### src/rtl/pe_psum_accumulator_if.sv
`default_nettype none
// ============================================================================
// Module      : pe_psum_accumulator_if
// Description : Product-stream input and partial-sum output bundle of the
//               PE partial-sum accumulator.
// Revision    : 1.0 - initial release
// ============================================================================
interface pe_psum_accumulator_if #(
   parameter int MAC_OUT_WIDTH = 16,
   parameter int ACC_WIDTH     = 24
);
   logic                     i_en_ff;
   logic                     i_mul_valid;
   logic [MAC_OUT_WIDTH-1:0] i_mul_res;
   logic                     i_mul_clear;
   logic                     i_mul_last;
   logic                     o_mul_ready;
   logic                     i_sat_en;
   logic                     o_psum_valid;
   logic [ACC_WIDTH-1:0]     o_psum;
   logic                     o_psum_ovf;
   logic                     i_psum_ready;
   logic                     o_busy;

   modport master (
      output i_en_ff, i_mul_valid, i_mul_res, i_mul_clear, i_mul_last,
             i_sat_en, i_psum_ready,
      input  o_mul_ready, o_psum_valid, o_psum, o_psum_ovf, o_busy
   );

   modport slave (
      input  i_en_ff, i_mul_valid, i_mul_res, i_mul_clear, i_mul_last,
             i_sat_en, i_psum_ready,
      output o_mul_ready, o_psum_valid, o_psum, o_psum_ovf, o_busy
   );
endinterface
`default_nettype wire

### src/rtl/pe_psum_accumulator.sv
`default_nettype none
// ============================================================================
// Module      : pe_psum_accumulator
// Description : Sign-extends the PE product stream, accumulates it per
//               context (wrap or saturate) and hands finished sums to a
//               single-entry valid/ready output buffer.
// Revision    : 1.0 - initial release
// ============================================================================
module pe_psum_accumulator #(
   parameter int MAC_OUT_WIDTH = 16,
   parameter int ACC_WIDTH     = 24
) (
   input wire                  i_clk,
   input wire                  i_rst,
   pe_psum_accumulator_if.slave bus
);

   localparam logic [ACC_WIDTH-1:0] c_sat_max = {1'b0, {(ACC_WIDTH-1){1'b1}}};
   localparam logic [ACC_WIDTH-1:0] c_sat_min = {1'b1, {(ACC_WIDTH-1){1'b0}}};

   typedef enum logic [1:0] {
      ST_IDLE     = 2'd0,
      ST_ACCUM    = 2'd1,
      ST_WAIT_OUT = 2'd2
   } state_t;

   state_t                 r_state;
   state_t                 w_state_next;

   logic                   r_s1_valid;
   logic [ACC_WIDTH-1:0]   r_s1_data;
   logic                   r_s1_clear;
   logic                   r_s1_last;

   logic [ACC_WIDTH-1:0]   r_acc;
   logic                   r_ovf_sticky;

   logic                   r_out_valid;
   logic [ACC_WIDTH-1:0]   r_out_psum;
   logic                   r_out_ovf;

   logic                   w_drain;
   logic                   w_blocked;
   logic                   w_consume;
   logic                   w_mul_ready;
   logic                   w_accept;
   logic                   w_start;
   logic [ACC_WIDTH-1:0]   w_base;
   logic [ACC_WIDTH:0]     w_sum_ext;
   logic                   w_ovf;
   logic [ACC_WIDTH-1:0]   w_sum;
   logic                   w_ovf_next;

   assign w_drain     = r_out_valid & bus.i_psum_ready & bus.i_en_ff;
   // A last beat may only retire into the buffer if the buffer is free or
   // is being emptied on the same edge.
   assign w_blocked   = r_s1_valid & r_s1_last & r_out_valid & ~bus.i_psum_ready;
   assign w_consume   = bus.i_en_ff & r_s1_valid & ~w_blocked;
   assign w_mul_ready = ~i_rst & bus.i_en_ff & (~r_s1_valid | w_consume);
   assign w_accept    = bus.i_mul_valid & w_mul_ready;

   // Leaving a context (IDLE) makes the next beat start fresh even without clear.
   assign w_start    = r_s1_clear | (r_state == ST_IDLE);
   assign w_base     = w_start ? '0 : r_acc;
   assign w_sum_ext  = {w_base[ACC_WIDTH-1], w_base} + {r_s1_data[ACC_WIDTH-1], r_s1_data};
   assign w_ovf      = w_sum_ext[ACC_WIDTH] ^ w_sum_ext[ACC_WIDTH-1];
   assign w_ovf_next = w_ovf | (~w_start & r_ovf_sticky);

   always_comb begin
      w_sum = w_sum_ext[ACC_WIDTH-1:0];
      if (w_ovf && bus.i_sat_en) begin
         w_sum = w_sum_ext[ACC_WIDTH] ? c_sat_min : c_sat_max;
      end
   end

   always_comb begin
      w_state_next = r_state;
      if (bus.i_en_ff && r_s1_valid) begin
         if (w_blocked) begin
            w_state_next = ST_WAIT_OUT;
         end else if (r_s1_last) begin
            w_state_next = ST_IDLE;
         end else begin
            w_state_next = ST_ACCUM;
         end
      end
   end

   always_ff @(posedge i_clk or posedge i_rst) begin
      if (i_rst) begin
         r_state <= ST_IDLE;
      end else begin
         r_state <= w_state_next;
      end
   end

   always_ff @(posedge i_clk or posedge i_rst) begin
      if (i_rst) begin
         r_s1_valid   <= 1'b0;
         r_s1_data    <= '0;
         r_s1_clear   <= 1'b0;
         r_s1_last    <= 1'b0;
         r_acc        <= '0;
         r_ovf_sticky <= 1'b0;
         r_out_valid  <= 1'b0;
         r_out_psum   <= '0;
         r_out_ovf    <= 1'b0;
      end else if (bus.i_en_ff) begin
         if (w_accept) begin
            r_s1_valid <= 1'b1;
            r_s1_data  <= {{(ACC_WIDTH-MAC_OUT_WIDTH){bus.i_mul_res[MAC_OUT_WIDTH-1]}},
                           bus.i_mul_res};
            r_s1_clear <= bus.i_mul_clear;
            r_s1_last  <= bus.i_mul_last;
         end else if (w_consume) begin
            r_s1_valid <= 1'b0;
         end

         if (w_drain) begin
            r_out_valid <= 1'b0;
         end

         if (w_consume) begin
            if (r_s1_last) begin
               r_out_valid  <= 1'b1;
               r_out_psum   <= w_sum;
               r_out_ovf    <= w_ovf_next;
               r_acc        <= '0;
               r_ovf_sticky <= 1'b0;
            end else begin
               r_acc        <= w_sum;
               r_ovf_sticky <= w_ovf_next;
            end
         end
      end
   end

   assign bus.o_mul_ready  = w_mul_ready;
   assign bus.o_psum_valid = r_out_valid;
   assign bus.o_psum       = r_out_psum;
   assign bus.o_psum_ovf   = r_out_ovf;
   assign bus.o_busy       = (r_state != ST_IDLE) | r_s1_valid;

endmodule
`default_nettype wire

### src/flat_wrapper.sv
// flat-port wrapper written by rule: the top's interface ports become plain ports
module pe_psum_accumulator_flat 
#(
   parameter int MAC_OUT_WIDTH = 16,
   parameter int ACC_WIDTH     = 24
)
  (i_clk, i_rst, bus_i_en_ff, bus_i_mul_valid, bus_i_mul_res, bus_i_mul_clear, bus_i_mul_last, bus_i_sat_en, bus_i_psum_ready, bus_o_mul_ready, bus_o_psum_valid, bus_o_psum, bus_o_psum_ovf, bus_o_busy);
  pe_psum_accumulator_if #(.MAC_OUT_WIDTH(MAC_OUT_WIDTH), .ACC_WIDTH(ACC_WIDTH)) bus_i ();
  input wire i_clk;
  input wire i_rst;
  input wire logic [$bits(bus_i.i_en_ff)-1:0] bus_i_en_ff;
  input wire logic [$bits(bus_i.i_mul_valid)-1:0] bus_i_mul_valid;
  input wire logic [$bits(bus_i.i_mul_res)-1:0] bus_i_mul_res;
  input wire logic [$bits(bus_i.i_mul_clear)-1:0] bus_i_mul_clear;
  input wire logic [$bits(bus_i.i_mul_last)-1:0] bus_i_mul_last;
  input wire logic [$bits(bus_i.i_sat_en)-1:0] bus_i_sat_en;
  input wire logic [$bits(bus_i.i_psum_ready)-1:0] bus_i_psum_ready;
  output wire logic [$bits(bus_i.o_mul_ready)-1:0] bus_o_mul_ready;
  output wire logic [$bits(bus_i.o_psum_valid)-1:0] bus_o_psum_valid;
  output wire logic [$bits(bus_i.o_psum)-1:0] bus_o_psum;
  output wire logic [$bits(bus_i.o_psum_ovf)-1:0] bus_o_psum_ovf;
  output wire logic [$bits(bus_i.o_busy)-1:0] bus_o_busy;
  assign bus_i.i_en_ff = bus_i_en_ff;
  assign bus_i.i_mul_valid = bus_i_mul_valid;
  assign bus_i.i_mul_res = bus_i_mul_res;
  assign bus_i.i_mul_clear = bus_i_mul_clear;
  assign bus_i.i_mul_last = bus_i_mul_last;
  assign bus_i.i_sat_en = bus_i_sat_en;
  assign bus_i.i_psum_ready = bus_i_psum_ready;
  assign bus_o_mul_ready = bus_i.o_mul_ready;
  assign bus_o_psum_valid = bus_i.o_psum_valid;
  assign bus_o_psum = bus_i.o_psum;
  assign bus_o_psum_ovf = bus_i.o_psum_ovf;
  assign bus_o_busy = bus_i.o_busy;
  pe_psum_accumulator #(.MAC_OUT_WIDTH(MAC_OUT_WIDTH), .ACC_WIDTH(ACC_WIDTH)) u_core (.i_clk(i_clk), .i_rst(i_rst), .bus(bus_i));
endmodule
### config.mk
export PLATFORM = sky130hd
export DESIGN_NAME = pe_psum_accumulator_flat
export DESIGN_NICKNAME = d
export VERILOG_FILES = /design/src/rtl/pe_psum_accumulator_if.sv /design/src/rtl/pe_psum_accumulator.sv /design/src/flat_wrapper.sv
export SDC_FILE = /design/constraint.sdc
export NUM_CORES = 1
export LEC_CHECK = 0
export ABC_AREA = 1
export CORE_ASPECT_RATIO = 1.25
export CORE_UTILIZATION = 30
export DETAILED_ROUTE_END_ITERATION = 7
export PLACE_DENSITY_LB_ADDON = 0.08
export SETUP_SLACK_MARGIN = 0.15
export SLEW_MARGIN = 20
export SYNTH_ARGS = -nofsm -noshare
export SYNTH_HDL_FRONTEND = slang
export SYNTH_SLANG_ARGS = --single-unit
### constraint.sdc
create_clock -name i_clk -period 3.2 [get_ports i_clk]
set_clock_uncertainty 0.2 [all_clocks]
set_input_delay 0.64 -clock i_clk [delete_from_list [all_inputs] [get_ports i_clk]]
set_output_delay 0.64 -clock i_clk [all_outputs]
set_load 0.02 [all_outputs]
# Word-level counts from Yosys, hierarchy flattened
# Cells that the tools add are included.
[op_classes]
muxes = 12
reduce_logical = 9
add_sub_neg = 1
n_bitwise = 21
[op_table]
columns = ["op", "count"]
rows = [
  ["two-way mux 24 bit", 4],
  ["adder 24 x 16 -> 25 bit", 1],
  ["bitwise AND 1 bit", 11],
  ["two-way mux 1 bit", 7],
  ["AND reduction 2 bit", 3],
  ["inverter 1 bit", 5],
  ["bitwise OR 1 bit", 4],
  ["nonzero test 2 bit", 2],
  ["AND reduction 3 bit", 1],
  ["logical AND 1 bit", 2],
  ["logical NOT 2 bit", 1],
  ["two-way mux 2 bit", 1],
  ["XOR 1 bit", 1],
]
[totals]
input_bits = 24
output_inout_bits = 28
reg_bits = 72

# Longest topological paths before layout
[logic_depth]
ltp_word = 10
ltp_mapped = 23
depth_no_buf = 21

# Worst setup path before layout
# No wires, ideal clock.
[synth_path]
path_type = "flip-flop to flip-flop"
from = "register u_core.r_state[1]"
to = "register u_core.r_out_psum[1], in the netlist u_core.bus.o_psum[1]"
arrival_ns = 2.638
path_stages_with_launch = 20
setup_time_ns = 0.117
path_buffers = 2
synth_period_minus_slack_ns = 2.955
path_slack_ns = 0.245
t_required_ns = 2.883
cell_sequence = "dfrtp_1 > o21ai_1 > clkbuf_1 > nor2_1 > ha_1 > nand2_1 > inv_1 > nand2_1 > nand2_1 > a21oi_1 > nand3_2 > nand2_1 > nand2_1 > nand2_1 > nand3_2 > buf_6 > nand2_1 > nand2_1 > nand2_1 > nand2_1"
[synth_between]
elab_chain_cells = 7
word_cells_on_any_way = 8
[synth_rtl]
columns = ["element", "line_no", "rtl"]
rows = [
  ["start, declared", "pe_psum_accumulator.sv:27", "state_t r_state;"],
  ["start signal, assigned", "pe_psum_accumulator.sv:93", "r_state <= w_state_next;"],
  ["logical NOT 2 bit (*)", "pe_psum_accumulator.sv:63", "assign w_start = r_s1_clear | (r_state == ST_IDLE);"],
  ["bitwise OR 1 bit (*)", "pe_psum_accumulator.sv:63", ""],
  ["two-way mux 24 bit (*)", "pe_psum_accumulator.sv:64", "assign w_base = w_start ? '0 : r_acc;"],
  ["adder 24 x 16 -> 25 bit (*)", "pe_psum_accumulator.sv:65", "assign w_sum_ext = {w_base[ACC_WIDTH-1], w_base} + {r_s1_data[ACC_WIDTH-1], r_s1_data};"],
  ["XOR 1 bit", "pe_psum_accumulator.sv:66", "assign w_ovf = w_sum_ext[ACC_WIDTH] ^ w_sum_ext[ACC_WIDTH-1];"],
  ["logical AND 1 bit", "pe_psum_accumulator.sv:71", "if (w_ovf && bus.i_sat_en) begin"],
  ["two-way mux 24 bit (*)", "pe_psum_accumulator.sv:71", ""],
  ["end signal, assigned", "pe_psum_accumulator.sv:126", "r_out_psum <= w_sum;"],
  ["end, declared", "pe_psum_accumulator.sv:39", "logic [ACC_WIDTH-1:0] r_out_psum;"],
]
# Mark *: on every way between the ends. The rest lies on a longest branch, timed or not.
# A chain may end at the register's enable or synchronous reset.

# Final worst setup path
[layout_path]
from = "register u_core.r_state[1]"
to = "register u_core.r_out_psum[16], in the netlist u_core.bus.o_psum[16]"
# Same word-level chain as after synthesis.

==> results.py <==
metrics = {
    "run_status": {
        "status": "complete, no violations",
    },
    "sta": {
        "setup_viol": 0,
        "worst_pin_slew_ns": 0.689,
        "hold_viol": 0,
        "relSlewSlack": 0.540,
        "post-route-min-period_ns": 3.07,
        "finalWorstSetupSlack_ns": 0.131,
        "rsz0062_at_grt": "yes",
        "clock.fmax_mhz": 326,
        "finalMaxSlewViolations": 0,
        "post-route-period-util": 0.959,
    },
    "synthesis": {
        "yosys_warnings": 0,
        "synth_cells": 655,
        "synth_area_per_cell_sq_um": 7.08,
        "synth_nets": 704,
        "synth_cell_types": 32,
        "seq_area_frac_synth": 0.389,
        "synth_area_sq_um": 4640,
        "ys_ff_latch": 72,
    },
    "power_and_ir_drop": {
        "switching_share": 0.438,
        "peakVddDrop_mv": 0.425,
        "power.share.clock": 0.157,
        "power_frac_comb": 0.615,
        "p_leak_nw": 3.36,
        "seqPwrFrac": 0.229,
        "internal-power_w": 0.00400,
        "power.total_w": 0.00711,
        "power.density_nw_per_um2": 1040,
        "switching_power_w": 0.00312,
    },
    "clock_network": {
        "cts.root.buffer_cell": "clkbuf_16",
        "clk_latency_ns": 0.35,
        "cts_tree": "yes",
        "numCtsBuffers": 9,
        "cts.clk_slew.worst_paths_ns": 0.06,
        "htreeDepth": 3,
        "clock_sinks": 72,
        "clockBufferDepth": 2,
    },
    "global_route": {
        "grt_max_degree": 73,
        "use_met2": 0.315,
        "grt.total_usage": 0.183,
        "gr-total-overflow": 0,
        "first_global_vias": 4437,
        "busiest_layer": "met2",
        "grt_first_pass_wirelength_um": 22600,
        "antenna_found_initial": 0,
        "use_met1": 0.227,
        "grtUsageMet3": 0.0254,
    },
    "drt": {
        "dr.pass1.iters": 4,
        "drc": 0,
        "ant_nets": 0,
        "vias_per_cell": 4.60,
        "vias": 4315,
        "routed_wl_um": 14300,
        "post_drt_wl_per_cell_um": 15.3,
        "drt_iter0_drc": 118,
    },
    "layout": {
        "insertedDiodeCount": 0,
        "drive_gt1_frac": 0.312,
        "fin_area_sq_um": 6840,
        "postLayoutCoreUtil": 0.455,
        "fillers": 1550,
        "syn_to_final_growth_pct": 47.4,
        "final_nets": 801,
    },
    "floorplanning": {
        "core_sq_um": 15000,
        "core.rowCount": 50,
        "initial_core_util": 0.309,
        "die_w_um": 113,
        "die_height_um": 141,
        "die-area_sq_um": 16000,
        "pin_count": 52,
    },
    "run": {
        "drv_cap": 0,
    },
    "place": {
        "place.gp.congestion": 0.882,
        "dp_hpwl_um": 9560,
        "placed_cell_area_sq_um": 5520,
        "dp_slack_ns": 0.0412,
        "portBuffers": 51,
    },
    "hold_path": {
        "hold_path.class": "flop to flop",
        "hold_depth": 2,
    },
    "critical_path": {
        "arrival_ns": 3.11,
        "slowest_delay_ns": 0.41,
        "crit_family": "simple AND/OR/NAND/NOR gates",
        "path_buf_inv": 4,
        "crit_type": "flop to flop",
        "critPathMostFrequentCell": "nand2_2",
        "cp-end-kind": "flop",
        "required_ns": 3.24,
        "cp_cell_sequence": "o21ai_4 -> buf_6 -> clkbuf_16 -> nor2_2 -> ha_1 -> nand2_1 -> nand2_2 -> nand2_2 -> nand2_4 -> a21oi_4 -> nand4_1 -> nand2_2 -> inv_2 -> nand2_2 -> nand3_4 -> clkbuf_16 -> nand2_4 -> nand2_2 -> nand2_1 -> nand2_1",
        "critPathSlowestCell": "dfrtp_1",
        "worst-path-stages": 20,
        "cp-start-kind": "flop",
        "crit_fanout": 6,
        "reg2reg_depth": 20,
    },
}
worst paths after layout:
check,end,slack [ns],from
hold reg to reg,u_core.r_acc[10]$_DFFE_PP0P_,0.28,u_core.r_acc[10]$_DFFE_PP0P_
setup / recovery,u_core.bus.o_psum[16]$_DFFE_PP0P_,0.13,u_core.r_state[1]$_DFFE_PP0P_
setup reg to reg,u_core.bus.o_psum[16]$_DFFE_PP0P_,0.13,u_core.r_state[1]$_DFFE_PP0P_
min in group asynchronous,u_core.bus.o_psum_valid$_DFFE_PP0P_,0.51,i_rst
max in group asynchronous,u_core.bus.o_psum[19]$_DFFE_PP0P_,1.89,i_rst
hold / removal,u_core.r_acc[10]$_DFFE_PP0P_,0.28,u_core.r_acc[10]$_DFFE_PP0P_
area by class of cell:
cell class                 instances  area [sq um]  area share
multi-input combinational        495          3170       0.464
inverter                          72           270      0.0395
timing repair buffer             102          1040       0.152
clock inverter                     3          65.1     0.00952
tap                              182           228      0.0333
sequential                        72          1800       0.264
clock buffer                      12           256      0.0375
layer usage:
layer | routed length [um] | vias up
met5 | 0 | -
met4 | 287 | 0
met3 | 259 | 18
met2 | 7360 | 43
met1 | 6400 | 2029
li1 | - | 2225
layout by cell type, fill, tap and decap left out, types with 16 or more instances in the layout:
cell type	count
nand2_1	213
dfrtp_1	72
nand2_2	69
inv_1	62
clkdlybuf4s50_1	50
buf_4	38
nor2_1	36
ha_4	18
mux2_2	16
registers in the layout, summed over array words and instances, names as in the netlist, 2 cells and up:
name	count
u_core.r_acc	24
u_core.r_s1_data	16
u_core.bus.o_psum	24
u_core.r_state	2
synth_stat cells (all sizes together):
cell type	number	share of area
a211oi	1	0.0027
a21oi	26	0.029
a31oi	3	0.0073
and2	3	0.0040
buf	10	0.015
clkbuf	6	0.0049
clkinv	1	0.00081
dfrtp	72	0.39
fa	1	0.0043
ha	24	0.065
inv	71	0.057
mux2	16	0.039
nand2	295	0.24
nand3	19	0.023
nand4	7	0.0094
nor2	59	0.048
nor3	4	0.0043
o21ai	11	0.012
o21bai	4	0.0065
o22ai	1	0.0014
or2	1	0.0014
xnor2	8	0.015
xor2	12	0.023
power groups by stage:
stage | Clock (W) | Combinational (W) | Sequential, W
5_1_grt | 0.00118 | 0.00482 | 0.00168
2_1_floorplan | 0 | 0.00192 | 0.00168
6_report | 0.00111 | 0.00437 | 0.00163
4_1_cts | 0.00114 | 0.00330 | 0.00158
3_5_place_dp | 0 | 0.00311 | 0.00158
3_3_place_gp | 0 | 0.00310 | 0.00158
stage by stage:
step / instances / hold slack (ns) / setup TNS [ns]
4_1_cts: 916 / 0.281 / 0
3_3_place_gp: 896 / 0.263 / 0
6_report: 938 / 0.276 / 0
5_1_grt: 938 / 0.290 / -0.184
2_1_floorplan: 655 / 0.249 / 0
3_5_place_dp: 896 / 0.264 / 0
timing repair:
action | CTS | global route
hold buffers | 0 | 0
resized for setup | 15 | 169
setup endpoints to repair | 49 | 50
gates cloned | 1 | 4
setup buffers | 4 | 18
pin swaps | 3 | 73
kinds of logic (layout without fill, tap and decap cells):
| logic type | count (synthesis) | after routing | synth area share |
|---|---|---|---|
| XOR/XNOR | 20 | 20 | 0.0378 |
| flip-flops | 72 | 72 | 0.389 |
| buffers and inverters | 88 | 189 | 0.0777 |
| multiplexers | 16 | 16 | 0.0389 |
| AND/OR/NAND/NOR | 388 | 388 | 0.329 |
| adder cells (fa/ha/maj) | 25 | 25 | 0.0691 |
| AO/OA/AOI/OAI | 46 | 46 | 0.0586 |
worst register-to-register path, stage by stage, from the launching register on:
cell	delay, ns
dfrtp_1	0.41
o21ai_4	0.18
buf_6	0.15
clkbuf_16	0.16
nor2_2	0.04
ha_1	0.35
nand2_1	0.10
nand2_2	0.07
nand2_2	0.08
nand2_4	0.06
a21oi_4	0.18
nand4_1	0.13
nand2_2	0.10
inv_2	0.05
nand2_2	0.09
nand3_4	0.15
clkbuf_16	0.23
nand2_4	0.06
nand2_2	0.05
nand2_1	0.06
nand2_1	0.06
No activity file was read; power rests on OpenSTA's default activity.
